==> config.mk <==
export PLATFORM = sky130hd
export DESIGN_NAME = seg7_bcd_counter_flat
export DESIGN_NICKNAME = d
export VERILOG_FILES = /design/src/rtl/seg7_bcd_counter_if.sv /design/src/rtl/seg7_bcd_counter.sv /design/src/flat_wrapper.sv
export SDC_FILE = /design/constraint.sdc
export NUM_CORES = 1
export LEC_CHECK = 0
export CORE_MARGIN = 2
export CORE_UTILIZATION = 35
export DETAILED_ROUTE_END_ITERATION = 10
export HOLD_SLACK_MARGIN = 0.08
export REMOVE_ABC_BUFFERS = 1
export SLEW_MARGIN = 0
export SYNTH_ARGS = -nofsm -noshare
export SYNTH_HDL_FRONTEND = slang
export SYNTH_SLANG_ARGS = --single-unit
==> constraint.sdc <==
create_clock -name clk -period 2.6 [get_ports clk]
set_input_delay 0.78 -clock clk [delete_from_list [all_inputs] [get_ports clk]]
set_output_delay 0.78 -clock clk [all_outputs]
set_load 0.02 [all_outputs]
==> src/rtl/seg7_bcd_counter_if.sv <==
// Bundle of the counter's strobe inputs and display/value outputs.
// The master side (the upstream logic or a bench) drives the strobes.
// The slave side (the counter) drives the count and the display pins.
interface seg7_bcd_counter_if;
  logic        count_en;
  logic        clear;
  logic [31:0] bcd_value;
  logic        overflow;
  logic [6:0]  seg_n;
  logic        dp_n;
  logic [7:0]  an_n;

  modport master (
    output count_en, clear,
    input  bcd_value, overflow, seg_n, dp_n, an_n
  );

  modport slave (
    input  count_en, clear,
    output bcd_value, overflow, seg_n, dp_n, an_n
  );
endinterface

==> src/rtl/seg7_bcd_counter.sv <==
// Eight-digit packed-BCD event counter with a sticky overflow flag.
// It drives a time-multiplexed common-anode seven-segment display.
// The display outputs are registered from the current count and scan index,
// so the anode and segment values always change on the same edge.
module seg7_bcd_counter #(
  parameter int DIGIT_PERIOD = 100000,
  parameter bit BLANK_ZEROS  = 1'b1
) (
  input logic               clk,
  input logic               rst,
  seg7_bcd_counter_if.slave bus
);

  localparam int            TW        = $clog2(DIGIT_PERIOD);
  localparam logic [TW-1:0] TICK_LAST = TW'(DIGIT_PERIOD - 1);

  // Active-low segment pattern for one BCD digit; codes A-F light nothing.
  function automatic logic [6:0] seg_decode(input logic [3:0] d);
    logic [6:0] s;
    case (d)
      4'd0:    s = 7'h40;
      4'd1:    s = 7'h79;
      4'd2:    s = 7'h24;
      4'd3:    s = 7'h30;
      4'd4:    s = 7'h19;
      4'd5:    s = 7'h12;
      4'd6:    s = 7'h02;
      4'd7:    s = 7'h78;
      4'd8:    s = 7'h00;
      4'd9:    s = 7'h10;
      default: s = 7'h7F;
    endcase
    return s;
  endfunction

  logic [31:0]   bcd_q, bcd_d;
  logic          overflow_q, overflow_d;
  logic [TW-1:0] tick_q, tick_d;
  logic [2:0]    idx_q, idx_d;
  logic [6:0]    seg_q, seg_d;
  logic [7:0]    an_q, an_d;
  logic          dp_q, dp_d;

  logic          carry_s;
  logic [7:0]    zero_from_s;
  logic [3:0]    nibble_s;
  logic          blank_s;

  // Next count: clear has priority; an increment ripples the carry through all digits.
  always_comb begin
    bcd_d      = bcd_q;
    overflow_d = overflow_q;
    carry_s    = 1'b0;
    if (bus.clear) begin
      bcd_d      = 32'h0000_0000;
      overflow_d = 1'b0;
    end else if (bus.count_en) begin
      carry_s = 1'b1;
      for (int i = 0; i < 8; i++) begin
        if (carry_s) begin
          if (bcd_q[4*i +: 4] >= 4'd9) begin
            bcd_d[4*i +: 4] = 4'd0;
          end else begin
            bcd_d[4*i +: 4] = bcd_q[4*i +: 4] + 4'd1;
            carry_s         = 1'b0;
          end
        end else begin
          bcd_d[4*i +: 4] = bcd_q[4*i +: 4];
        end
      end
      if (carry_s) begin
        overflow_d = 1'b1;
      end else begin
        overflow_d = overflow_q;
      end
    end else begin
      bcd_d      = bcd_q;
      overflow_d = overflow_q;
    end
  end

  // Refresh timer: the digit index advances on the cycle the tick counter wraps.
  always_comb begin
    tick_d = tick_q;
    idx_d  = idx_q;
    if (tick_q == TICK_LAST) begin
      tick_d = '0;
      idx_d  = idx_q + 3'd1;
    end else begin
      tick_d = tick_q + TW'(1);
      idx_d  = idx_q;
    end
  end

  // Display decode for the digit being scanned, including leading-zero blanking.
  always_comb begin
    zero_from_s    = 8'h00;
    zero_from_s[7] = (bcd_q[31:28] == 4'd0);
    for (int i = 6; i >= 0; i--) begin
      zero_from_s[i] = zero_from_s[i+1] & (bcd_q[4*i +: 4] == 4'd0);
    end
    nibble_s = bcd_q[{idx_q, 2'b00} +: 4];
    blank_s  = BLANK_ZEROS && (idx_q != 3'd0) && zero_from_s[idx_q];
    if (blank_s) begin
      seg_d = 7'h7F;
    end else begin
      seg_d = seg_decode(nibble_s);
    end
    an_d = ~(8'h01 << idx_q);
    if ((idx_q == 3'd7) && overflow_q) begin
      dp_d = 1'b0;
    end else begin
      dp_d = 1'b1;
    end
  end

  // State and registered display outputs, all returning to idle on reset.
  always_ff @(posedge clk) begin
    if (rst) begin
      bcd_q      <= 32'h0000_0000;
      overflow_q <= 1'b0;
      tick_q     <= '0;
      idx_q      <= 3'd0;
      seg_q      <= 7'h7F;
      an_q       <= 8'hFF;
      dp_q       <= 1'b1;
    end else begin
      bcd_q      <= bcd_d;
      overflow_q <= overflow_d;
      tick_q     <= tick_d;
      idx_q      <= idx_d;
      seg_q      <= seg_d;
      an_q       <= an_d;
      dp_q       <= dp_d;
    end
  end

  assign bus.bcd_value = bcd_q;
  assign bus.overflow  = overflow_q;
  assign bus.seg_n     = seg_q;
  assign bus.dp_n      = dp_q;
  assign bus.an_n      = an_q;

endmodule
==> src/flat_wrapper.sv <==
// flat-port wrapper written by rule: the top's interface ports become plain ports
module seg7_bcd_counter_flat 
#(
  parameter int DIGIT_PERIOD = 100000,
  parameter bit BLANK_ZEROS  = 1'b1
)
  (clk, rst, bus_count_en, bus_clear, bus_bcd_value, bus_overflow, bus_seg_n, bus_dp_n, bus_an_n);
  seg7_bcd_counter_if bus_i ();
  input logic clk;
  input logic rst;
  input wire logic [$bits(bus_i.count_en)-1:0] bus_count_en;
  input wire logic [$bits(bus_i.clear)-1:0] bus_clear;
  output wire logic [$bits(bus_i.bcd_value)-1:0] bus_bcd_value;
  output wire logic [$bits(bus_i.overflow)-1:0] bus_overflow;
  output wire logic [$bits(bus_i.seg_n)-1:0] bus_seg_n;
  output wire logic [$bits(bus_i.dp_n)-1:0] bus_dp_n;
  output wire logic [$bits(bus_i.an_n)-1:0] bus_an_n;
  assign bus_i.count_en = bus_count_en;
  assign bus_i.clear = bus_clear;
  assign bus_bcd_value = bus_i.bcd_value;
  assign bus_overflow = bus_i.overflow;
  assign bus_seg_n = bus_i.seg_n;
  assign bus_dp_n = bus_i.dp_n;
  assign bus_an_n = bus_i.an_n;
  seg7_bcd_counter #(.DIGIT_PERIOD(DIGIT_PERIOD), .BLANK_ZEROS(BLANK_ZEROS)) u_core (.clk(clk), .rst(rst), .bus(bus_i));
endmodule
# Word level (Yosys, flattened, before mapping)
# Memory sizes are Yosys's and may differ from the RTL's. A register that Yosys moved wholly into a read port is not among the register bits.
# Cells that the tools add are included.
[totals]
register_bits = 62
rom_bits = 112
in_bits = 4
output_inout_bits = 49
memories = 1
[memory_table]
columns = ["memory", "words", "width", "rd", "rd_clocked_by_memory_dff", "wr", "line_no", "source"]
rows = [
  ["(name not given)", 16, 7, 1, 1, 0, "seg7_bcd_counter.sv:20", "case (d)"],
]
[classes]
addsub = 10
n_lt_le_gt_ge = 9
eq_ne = 2
shifts = 2
mux = 42
bitwise_logic = 8
n_reduce_logical = 22
[op_table]
columns = ["op", "n"]
rows = [
  ["$mux 1", 33],
  ["$add 4x1->4 const B", 8],
  ["$ge 4x4->1 const B", 8],
  ["$logic_not 4->1", 8],
  ["$mux 4", 8],
  ["$shiftx 32x6->4", 1],
  ["$add 17x1->17 const B", 1],
  ["$eq 17x17->1 const B", 1],
  ["$reduce_and 2->1", 8],
  ["$not 8->8", 1],
  ["$shl 1x3->8 const A", 1],
  ["$and 1x1->1", 7],
  ["$reduce_or 2->1", 3],
  ["$lt 3x4->1 const B", 1],
  ["$add 3x1->3 const B", 1],
  ["$bmux 1 s3", 1],
  ["$eq 3x3->1 const B", 1],
  ["$reduce_bool 3->1", 1],
  ["$logic_and 1x1->1", 2],
]

# Depth between registers and ports, before layout
# Gate-level depths: netlist of the first run.
[depth]
word_depth = 26
ltp_mapped = 8
mapped_depth_nobuf = 7

# Worst setup path after synthesis of the first run
# No wires, ideal clock.
[synth_path]
path_type = "register -> register"
startpoint = "register u_core.idx_q[0]"
endpoint = "register u_core.seg_q[5], in the netlist u_core.bus.seg_n[5]"
t_arrival_ps = 2163
required_time_ps = 2457
slack_ps = 294
path_stages_with_launch = 9
period_less_slack_ps = 2306
cell_sequence = "dfxtp_1 > buf_2 > mux4_2 > mux2i_1 > inv_1 > ha_1 > mux2_2 > nand2_1 > nand3_1"
[synth_between]
elab_chain_cells = 4
elab_cells_between_ends = 6
cone_classes = "shift: 1; mux: 2; reduce/logical: 3"
[synth_rtl]
columns = ["element", "line_no", "source"]
rows = [
  ["from (decl)", "seg7_bcd_counter.sv:39", "logic [2:0] idx_q, idx_d;"],
  ["from (signal assigned)", "seg7_bcd_counter.sv:131", "idx_q <= idx_d;"],
  ["$bmux 1 s3", "seg7_bcd_counter.sv:103", "blank_s = BLANK_ZEROS && (idx_q != 3'd0) && zero_from_s[idx_q];"],
  ["$mux 1 (not written as such)", "seg7_bcd_counter.sv:103", ""],
  ["$logic_and 1x1->1", "seg7_bcd_counter.sv:103", ""],
  ["$reduce_or 2->1 (no line)", "--", ""],
  ["to (decl)", "seg7_bcd_counter.sv:40", "logic [6:0] seg_q, seg_d;"],
]
# Several ways; a longest one is shown, not always the timed one. The select of a mux whose other input is x is not followed.
# A chain may end at the register's enable or synchronous reset.

# Worst setup path in the final report of the first run
[layout_path]
startpoint = "input bus_count_en"
endpoint = "register u_core.bcd_q[26], in the netlist u_core.bus.bcd_value[26]"
[layout_between]
elab_chain_cells = 1
[layout_rtl]
columns = ["element", "line_no", "source"]
rows = [
  ["from (decl)", "flat_wrapper.sv:11", "input wire logic [$bits(bus_i.count_en)-1:0] bus_count_en;"],
  ["$reduce_and 2->1 (no line)", "--", ""],
  ["to (signal assigned)", "seg7_bcd_counter.sv:120", "bcd_q <= 32'h0000_0000;"],
  ["to (signal assigned)", "seg7_bcd_counter.sv:128", "bcd_q <= bcd_d;"],
  ["to (decl)", "seg7_bcd_counter.sv:36", "logic [31:0] bcd_q, bcd_d;"],
]
# Every way passes these cells.

==> flow_summary_export.csv, run 1 <==
group,metric,value,unit
cts,cts_resized,0,
sta,setup_viol,0,
cts,post_cts_buffers,0,
power_and_ir_drop,p_seq_share,49.0,%
route,wl,8830,microns
placement,place.gp.congestion,0.821,
power_and_ir_drop,p_clk_share,46.3,%
grt,grt_pass1_vias,3053,
placement,hpwl,6650,microns
power_and_ir_drop,p_leak,1.88,nW
grt,grt_usage,15.9,%
setup_path,crit_path_max_incr_delay,0.50,ns
cells_and_area,final_cells,624,
logic_synthesis,ys.flop_type,"dfxtp_1",
hold_path,hold_start,"u_core.tick_q[0]",
logic_synthesis,synth_area_leaders,"dfxtp_1 36%, ha_1 15%, nor2_1 4.7%, mux4_2 4.2%, xor2_1 3.5%",
sta,fin_crit,2.35,ns
logic_synthesis,synth-edff-count,0,
cts,htree_levels,3,
logic_synthesis,yosysWarnings,0,
setup_path,critical_path_peak_fanout,7,
floorplan,coreArea,10400,sq um
cts,cts_hold_buffers,0,
logic_synthesis,yosysUniqueCellTypes,53,
setup_path,critPathLaunch,"bus_count_en",
logic_synthesis,syn_area,3790,sq um
setup_path,crit_arrival,2.62,ns
power_and_ir_drop,p_int,1.71,mW
cells_and_area,layout.nets,531,
sta,report.final.slew_viol_count,0,
setup_path,worst_setup_path_start_kind,"input pin",
route,dr.pass1.iters,4,
placement,post_dp_cell_area,4590,sq um
cts,cts_buffer_depth,2,
floorplan,die_w,108,microns
logic_synthesis,synth_cells,409,
setup_path,worst-endpoint-required,2.87,ns
floorplan,io_pins,53,
placement,dp.cells,608,
sta,skew,0.0119,ns
flow_run,drv_cap,0,
power_and_ir_drop,ir_worst_vdd,0.000205,V
power_and_ir_drop,powerDensity,456,nW/um^2
route,via_per_inst,5.00,
sta,layout_setup_ws,0.251,ns
grt,overflow,0,
hold_path,hp-class,"reg -> reg",
cts,insertion_delay,0.35,ns
floorplan,start_util,36.4,%
grt,grt_max_degree,28,
cells_and_area,diodes,0,
cts,cts.sinks,69,
cells_and_area,nFillCells,1032,
setup_path,setup.worst_path.class,"in -> reg",
grt,grt_pass1_wl,14700,microns
logic_synthesis,async_flop_share,0,%
floorplan,rows,37,
cts,cts-root-buf,"clkbuf_8",
cells_and_area,fin_area,4820,sq um
cts,cts_tree,"built",
sta,worst_pin_slew,0.613,ns
logic_synthesis,synth_commonest_cells,"69 x dfxtp_1, 47 x nor2_1, 44 x ha_1, 32 x nand2_1, 28 x inv_1",
logic_synthesis,avgSynthCellArea,9.27,sq um
sta,finalCritPeriodShare,90.3,%
sta,hold_slack,0.494,ns
placement,io_buffers,52,
cells_and_area,utilization,46.3,%
setup_path,crit_path_cell_trace,"clkdlybuf4s50_1 -> and2_4 -> nand4_4 -> or3_4 -> or4b_1 -> a21oi_1",
cells_and_area,layout-drive-gt1-share,12.9,%
placement,preCtsSetupSlack,-0.0815,ns
sta,fmax,426,MHz
sta,totalNegativeSetupSlack,0,ns
logic_synthesis,yosysTopAreaCell,"dfxtp_1",
cells_and_area,area_growth_syn_to_layout,27.2,%
sta,hold_violations,0,
sta,rsz0062_at_grt,"no",
logic_synthesis,synth.most_common_cell,"dfxtp_1",
cts,cts_made_buffers,9,
logic_synthesis,synth_top_area_share,36.4,%
setup_path,cp_slowest_cell,"clkdlybuf4s50_1",
cts,clkTransAtPathRegs,0.08,ns
floorplan,dieArea,11700,sq um
route,route.detailed.drc,0,
setup_path,end_kind,"flop",
sta,slew_headroom,58.7,%
route,first_iter_violations,113,
power_and_ir_drop,p_sw,490,uW
logic_synthesis,synth_seq_area_share,36.4,%
grt,antenna_found_initial,0,
route,wl_per_cell,14.2,microns
floorplan,die_h,108,microns
route,antenna_left,0,
power_and_ir_drop,p_total,2.20,mW
power_and_ir_drop,power_frac_comb,4.7,%
status,status,"completed",
logic_synthesis,ys_seq_elements,69,
power_and_ir_drop,sw_frac_of_total,22.3,%
setup_path,reg2reg_from,"u_core.bus.bcd_value[4]",
route,vias,3117,
power groups by stage:
stage | clock network [mW] | logic [mW] | registers [mW]
final | 1.02 | 0.103 | 1.08
after global routing | 1.09 | 0.114 | 1.08
after CTS | 1.04 | 0.105 | 1.08
after detailed placement | 0 | 0.104 | 1.10
after global placement | 0 | 0.103 | 1.10
after floorplan | 0 | 0.0429 | 1.11
placed cells by master (no fill, tap or decap), types with 2 or more instances in the layout:
| cell type | n |
|---|---|
| a41oi_1 | 3 |
| xor2_1 | 15 |
| o31ai_1 | 4 |
| ha_1 | 44 |
| and3_1 | 3 |
| nand4b_1 | 3 |
| nor2_1 | 47 |
| and4_1 | 2 |
| a21oi_1 | 19 |
| nand4_1 | 6 |
| or3b_2 | 6 |
| nor4_1 | 3 |
| o21a_1 | 4 |
| o211ai_1 | 3 |
| or4b_1 | 2 |
| nand2_1 | 32 |
| clkbuf_8 | 11 |
| buf_4 | 22 |
| mux2_2 | 4 |
| and2_1 | 2 |
| mux2i_1 | 5 |
| mux4_2 | 7 |
| or2_2 | 2 |
| xnor2_1 | 10 |
| dfxtp_1 | 69 |
| bufinv_16 | 2 |
| nor3b_1 | 3 |
| o21ai_0 | 6 |
| nand3_1 | 25 |
| clkdlybuf4s50_1 | 52 |
| nand2b_1 | 7 |
| inv_1 | 28 |
| nor3_1 | 14 |
registers in the layout, indices dropped and copies added, names as in the netlist:
register              count
u_core.idx_q              3
u_core.bus.seg_n          7
u_core.bus.an_n           8
u_core.bus.dp_n           1
u_core.tick_q            17
u_core.bus.overflow       1
u_core.bus.bcd_value     32
worst max-delay path: cells and delay by family:
| family | cells | cell delay (ns) |
|---|---|---|
| and+or+nand+nor | 4 | 1.19 |
| buffers and inverters | 1 | 0.50 |
| AOI/OAI and AO/OA | 1 | 0.14 |
path summary, 6_finish.rpt:
check / to / slack [ns] / cells past startpoint
worst max-delay path: u_core.bus.bcd_value[26] / 0.25 / 6
worst min register to register: u_core.tick_q[0] / 0.49 / 1
worst min-delay path: u_core.tick_q[0] / 0.49 / 1
worst max register to register: u_core.bus.bcd_value[26] / 0.29 / 7
routing by layer:
layer | wire length, microns | vias to the layer above | global-route usage, %
met2 | 4220 | 68 | 25.2
li1 | - | 1560 | -
met3 | 347 | 8 | 3.98
met4 | 99 | 0 | 7.05
met5 | 0 | - | 0
met1 | 4160 | 1481 | 20.6
cells by family after synthesis:
family | after synthesis | synth area share, %
flip-flops | 69 | 36.4
multiplexers | 19 | 8.32
AO/OA/AOI/OAI | 47 | 7.89
XOR/XNOR | 25 | 5.78
AND/OR/NAND/NOR | 165 | 22.7
adder cells (fa/ha/maj) | 44 | 14.5
buffers and inverters | 40 | 4.36
cell type report:
class                           instances  area (sq um)  share of cell area (%)
Sequential cell                        69          1380                    28.6
Clock inverter                          5          81.3                    1.69
Multi-Input combinational cell        300          2240                    46.5
Tap cell                              136           170                    3.53
Clock buffer                           11           151                    3.14
Inverter                               29           109                    2.26
Timing Repair Buffer                   74           686                    14.2
Note: power is estimated with default switching activity, not from simulation.
==> run 2: changes to the inputs <==
Settings changed: CORE_UTILIZATION 35 to 55, PLACE_DENSITY set to 0.8.
==> run 2 against run 1 <==
Compared with the run above: maximum frequency decreased by 0.25%; final area decreased by 2.3%; register-to-register slack got worse by 0.04 ns; die area decreased by 35%; cell count decreased by 9.3%; first-iteration DRC count increased by 22%; worst setup slack got worse by 0.0058 ns; wire length decreased by 3.9%; sequential power about the same; sequential share of layout area increased by 0.68 points.
==> flow_summary_export.csv, run 2 (synthesis gave the netlist of run 1 again) <==
group,metric,value,unit
floorplan,die_w,87.0,microns
cells_and_area,layout.nets,530,
grt,grt_usage,23.8,%
power_and_ir_drop,p_total,2.07,mW
sta,rsz0062_at_grt,"no",
floorplan,rows,30,
sta,slew_headroom,60.7,%
power_and_ir_drop,powerDensity,438,nW/um^2
cts,post_cts_buffers,0,
setup_path,worst-endpoint-required,2.84,ns
setup_path,critPathLaunch,"u_core.idx_q[1]",
route,first_iter_violations,138,
cts,cts_tree,"built",
placement,place.gp.congestion,0.862,
route,vias,3155,
route,wl,8490,microns
setup_path,reg2reg_depth,7,
cts,cts_resized,0,
route,route.detailed.drc,0,
grt,antenna_found_initial,0,
status,status,"completed",
power_and_ir_drop,ir_worst_vdd,0.000258,V
cts,htree_levels,3,
placement,hpwl,6250,microns
sta,finalCritPeriodShare,90.6,%
setup_path,end_kind,"flop",
route,antenna_left,0,
setup_path,r2r_end,"u_core.bus.seg_n[5]",
flow_run,drv_cap,0,
cells_and_area,largest_reg_flops,32,
cells_and_area,final_cells,566,
cts,cts_buffer_depth,2,
floorplan,die_h,87.0,microns
cts,insertion_delay,0.35,ns
setup_path,worst_setup_path_start_kind,"flop",
cts,cts-root-buf,"clkbuf_8",
cts,cts_made_buffers,9,
grt,overflow,0,
setup_path,crit_path_cell_trace,"mux4_2 -> mux2i_1 -> inv_1 -> ha_1 -> mux2_2 -> nand2_1 -> nand3_1",
floorplan,coreArea,6720,sq um
placement,post_dp_cell_area,4510,sq um
setup_path,crit_path_max_incr_delay,0.55,ns
route,via_per_inst,5.57,
setup_path,reg2reg_from,"u_core.idx_q[1]",
setup_path,critical_path_peak_fanout,6,
grt,grt_pass1_wl,14100,microns
grt,grt_max_degree,28,
cells_and_area,diodes,0,
sta,fmax,425,MHz
sta,hold_violations,0,
hold_path,hp-class,"reg -> reg",
setup_path,setup.worst_path.class,"reg -> reg",
cts,clkTransAtPathRegs,0.07,ns
cts,cts_hold_buffers,0,
setup_path,rrSetupSlack,0.25,ns
grt,grt_pass1_vias,3016,
setup_path,crit_arrival,2.59,ns
route,dr.pass1.iters,4,
cells_and_area,fin_area,4710,sq um
floorplan,io_pins,53,
sta,setup_viol,0,
setup_path,crit_path_end,"u_core.bus.seg_n[5]",
floorplan,dieArea,7570,sq um
cells_and_area,layout_commonest_cell,"dfxtp_1",
cells_and_area,nFillCells,522,
setup_path,cp_slowest_cell,"mux4_2",
route,wl_per_cell,15.0,microns
sta,skew,0.00840,ns
cells_and_area,area_growth_syn_to_layout,24.3,%
placement,io_buffers,52,
cts,cts.sinks,69,
placement,preCtsSetupSlack,-0.0600,ns
sta,report.final.slew_viol_count,0,
floorplan,start_util,56.4,%
sta,fin_crit,2.35,ns
placement,dp.cells,551,
sta,layout_setup_ws,0.246,ns
power_and_ir_drop,p_leak,1.86,nW
cells_and_area,layout_common_cells,"69 x dfxtp_1, 52 x clkdlybuf4s50_1, 47 x nor2_1, 44 x ha_1, 32 x nand2_1",
sta,worst_pin_slew,0.584,ns
cells_and_area,layout-drive-gt1-share,12.6,%
-- run 2: cell type report --
type,instances,area [sq um],area share [%]
Multi-Input combinational cell,300,2240,47.6
Sequential cell,69,1380,29.3
Timing Repair Buffer,73,678,14.4
Clock buffer,11,151,3.21
Inverter,29,109,2.31
Tap cell,80,100,2.12
Clock inverter,4,47.5,1.01
-- run 2: power by group --
group | switching [mW] | internal, mW
Sequential | 0.00795 | 1.07
Clock | 0.398 | 0.486
Combinational | 0.0579 | 0.0459
-- run 2: stage by stage --
step | util [%] | hold WS [ns] | TNS [ns]
after floorplan | - | 0.441 | 0
after global placement | 67.2 | 0.456 | -0.0489
after detailed placement | 67.2 | 0.459 | -0.0914
after CTS | 70.1 | 0.476 | 0
after global routing | 70.1 | 0.484 | 0
final | 70.1 | 0.476 | 0
-- run 2: worst max-delay path: cells and delay by family, from the launching register on --
family,cells,cell delay (ns)
multiplexers,3,1.23
flip-flops,1,0.53
adder cells (fa/ha/maj),1,0.22
AND/OR/NAND/NOR,2,0.14
buffers and inverters,1,0.13
-- run 2: worst min path at each step --
stage | from | end | slack, ns | cells past startpoint
after floorplan | u_core.tick_q[0] | u_core.tick_q[0] | 0.44 | 1
after global placement | u_core.bus.overflow | u_core.bus.dp_n | 0.46 | 1
after detailed placement | u_core.bus.overflow | u_core.bus.dp_n | 0.46 | 1
after CTS | u_core.bus.overflow | u_core.bus.dp_n | 0.48 | 1
after global routing | u_core.bus.overflow | u_core.bus.dp_n | 0.48 | 1
final | u_core.bus.overflow | u_core.bus.dp_n | 0.48 | 1
-- run 2: layer usage --
layer	vias up	share of wire (%)	GRT usage, %
li1	1559	-	-
met1	1484	44	30.7
met2	98	48	38.9
met3	14	5.9	5.88
met4	0	1.8	7.95
met5	-	0	0
==> run 3: changes to the inputs <==
Settings changed: ABC_AREA set to 1.
==> run 3 against run 2 <==
Compared with the run above: worst setup slack improved by 0.082 ns; power grew 6.1%; die area up 2.3%; non-clock buffer count decreased by 12; synthesized cell count is 26% higher; maximum frequency increased by 3.6%; sequential power is essentially flat; combinational power shrank 5%; utilization up 0.13 points; hold slack worse by 0.021 ns; critical endpoint is now bus_bcd_value[16]; largest power group unchanged.
==> flow_summary_export.csv, run 3 <==
group,metric,value,unit
floorplan,die_h,88.0,microns
setup_path,reg2reg_from,"u_core.idx_q[0]",
grt,overflow,0,
status,status,"completed",
setup_path,crit_path_end,"bus_bcd_value[16]",
cells_and_area,area_growth_syn_to_layout,23.0,%
route,first_iter_violations,187,
logic_synthesis,synth.most_common_cell,"nand2_1",
cts,cts_resized,0,
floorplan,start_util,57.1,%
sta,finalCritPeriodShare,87.4,%
logic_synthesis,syn_area,3880,sq um
sta,skew,0.0128,ns
sta,rsz0062_at_grt,"no",
logic_synthesis,synth_area_leaders,"dfxtp_1 36%, ha_1 14%, nand2_1 8.5%, inv_1 7.4%, nand3_1 6.2%",
sta,worst_pin_slew,0.668,ns
setup_path,critical_path.top_delay_family,"buffers and inverters",
setup_path,worst_setup_path_start_kind,"flop",
logic_synthesis,synth_seq_area_share,35.6,%
power_and_ir_drop,ir_worst_vdd,0.000299,V
cells_and_area,layout_commonest_cell,"nand2_1",
cts,cts_made_buffers,9,
power_and_ir_drop,p_int,1.69,mW
grt,grt_pass1_vias,3251,
cells_and_area,layout-drive-gt1-share,7.36,%
placement,hpwl,6470,microns
floorplan,rows,30,
cts,clkTransAtPathRegs,0.08,ns
sta,setup_viol,0,
setup_path,crit_path_cell_trace,"clkdlybuf4s50_1",
logic_synthesis,yosysUniqueCellTypes,39,
floorplan,die_w,88.0,microns
power_and_ir_drop,p_leak,1.97,nW
sta,layout_setup_ws,0.328,ns
route,antenna_left,0,
route,via_per_inst,5.19,
cells_and_area,diodes,0,
setup_path,critical_path_peak_fanout,7,
power_and_ir_drop,p_clk_share,46.4,%
setup_path,cp_num_buf_inv,1,
grt,grt_pass1_wl,14400,microns
power_and_ir_drop,p_sw,508,uW
cts,cts_tree,"built",
logic_synthesis,avgSynthCellArea,7.52,sq um
sta,fin_crit,2.27,ns
power_and_ir_drop,powerDensity,459,nW/um^2
cts,cts_hold_buffers,0,
logic_synthesis,synth_commonest_cells,"88 x nand2_1, 76 x inv_1, 69 x dfxtp_1, 48 x nand3_1, 44 x ha_1",
logic_synthesis,synth_cells,516,
route,vias,3532,
route,dr.pass1.iters,4,
floorplan,coreArea,6790,sq um
placement,preCtsSetupSlack,0.136,ns
cts,insertion_delay,0.36,ns
power_and_ir_drop,sw_frac_of_total,23.2,%
cts,post_cts_buffers,0,
cells_and_area,fin_area,4770,sq um
cts,htree_levels,3,
setup_path,reg2reg_depth,11,
placement,place.gp.congestion,0.855,
logic_synthesis,synth-edff-count,0,
setup_path,worst-endpoint-required,1.82,ns
cells_and_area,layout_common_cells,"88 x nand2_1, 76 x inv_1, 69 x dfxtp_1, 52 x clkdlybuf4s50_1, 48 x nand3_1",
sta,fmax,440,MHz
placement,post_dp_cell_area,4540,sq um
logic_synthesis,ys_seq_elements,69,
cells_and_area,largest_reg_flops,32,
sta,totalNegativeSetupSlack,0,ns
logic_synthesis,yosysTopAreaCell,"dfxtp_1",
logic_synthesis,async_flop_share,0,%
setup_path,r2r_end,"u_core.bus.seg_n[5]",
setup_path,crit_path_max_incr_delay,0.66,ns
setup_path,cp_slowest_cell,"clkdlybuf4s50_1",
setup_path,end_kind,"primary output",
route,route.detailed.drc,0,
power_and_ir_drop,p_seq_share,49.1,%
cells_and_area,layout.nets,627,
power_and_ir_drop,power_frac_comb,4.5,%
logic_synthesis,yosysWarnings,0,
route,wl_per_cell,12.7,microns
sta,hold_violations,0,
sta,slew_headroom,55.3,%
flow_run,drv_cap,0,
grt,grt_max_degree,23,
hold_path,hp-class,"reg -> reg",
floorplan,dieArea,7740,sq um
sta,report.final.slew_viol_count,0,
floorplan,io_pins,53,
cts,cts.sinks,69,
setup_path,crit_arrival,1.49,ns
placement,io_buffers,52,
grt,antenna_found_initial,0,
setup_path,rrSetupSlack,0.48,ns
route,wl,8620,microns
grt,grt_usage,23.5,%
setup_path,cp.depth,1,
setup_path,critPathLaunch,"u_core.bus.bcd_value[16]",
cts,cts_buffer_depth,2,
power_and_ir_drop,p_total,2.19,mW
setup_path,setup.worst_path.class,"reg -> out",
logic_synthesis,ys.flop_type,"dfxtp_1",
logic_synthesis,synth_top_area_share,35.6,%
cts,cts-root-buf,"clkbuf_8",
## run 3: metrics by stage
stage               std cells  utilization [%]  hold WS [ns]
global placement          664             66.8         0.428
global route              680             70.3         0.485
detailed placement        664             66.8         0.445
finish                    680             70.3         0.455
CTS                       680             70.3         0.459
floorplan                 507                -         0.418
## run 3: metal layers
layer	track usage, %	part of all wire, %	vias up
li1	-	-	1814
met1	31.0	48	1622
met2	37.3	46	76
met3	5.37	4.1	20
met4	9.51	2.2	0
met5	0	0	-
## run 3: power by group through the flow
| stage | clock network [mW] | registers (mW) | logic, mW |
|---|---|---|---|
| 2_1_floorplan | 0 | 1.11 | 0.0415 |
| 3_3_place_gp | 0 | 1.10 | 0.0964 |
| 3_5_place_dp | 0 | 1.10 | 0.0981 |
| 4_1_cts | 1.02 | 1.08 | 0.0988 |
| 5_1_grt | 1.07 | 1.08 | 0.109 |
| 6_report | 1.02 | 1.08 | 0.0989 |
## run 3: how the worst min path moves through the flow
| stage | start | endpoint | cells past startpoint |
|---|---|---|---|
| 2_1_floorplan | u_core.tick_q[0] | u_core.tick_q[0] | 1 |
| 3_3_place_gp | u_core.tick_q[0] | u_core.tick_q[0] | 1 |
| 3_5_place_dp | u_core.bus.overflow | u_core.bus.dp_n | 1 |
| 4_1_cts | u_core.bus.overflow | u_core.bus.dp_n | 1 |
| 5_1_grt | u_core.bus.overflow | u_core.bus.dp_n | 1 |
| 6_report | u_core.tick_q[0] | u_core.tick_q[0] | 1 |
## run 3: final cells by class
type,count,area [sq um]
tap,96,120
fill,566,2020
clock inverter,6,95.1
sequential,69,1380
multi-input combinational,359,2150
timing repair buffer,61,588
clock buffer,10,138
inverter,79,297
## run 3: kinds of logic (layout without fill, tap and decap cells)
family,count (synthesis),after routing,synth area share (%)
buffers and inverters,88,156,8.90
AO/OA/AOI/OAI,89,89,12.4
AND/OR/NAND/NOR,217,217,26.9
flip-flops,69,69,35.6
XOR/XNOR,9,9,2.03
adder cells (fa/ha/maj),44,44,14.2
## run 3: worst reg2reg max path, stage by stage (launching register included)
cell	delay, ns
dfxtp_1	0.35
buf_4	0.24
a21oi_1	0.09
o21ai_0	0.08
nand2_1	0.07
o21ai_0	0.53
inv_1	0.14
ha_1	0.22
inv_1	0.06
nand2_1	0.07
nand3_1	0.07
nand3_1	0.07
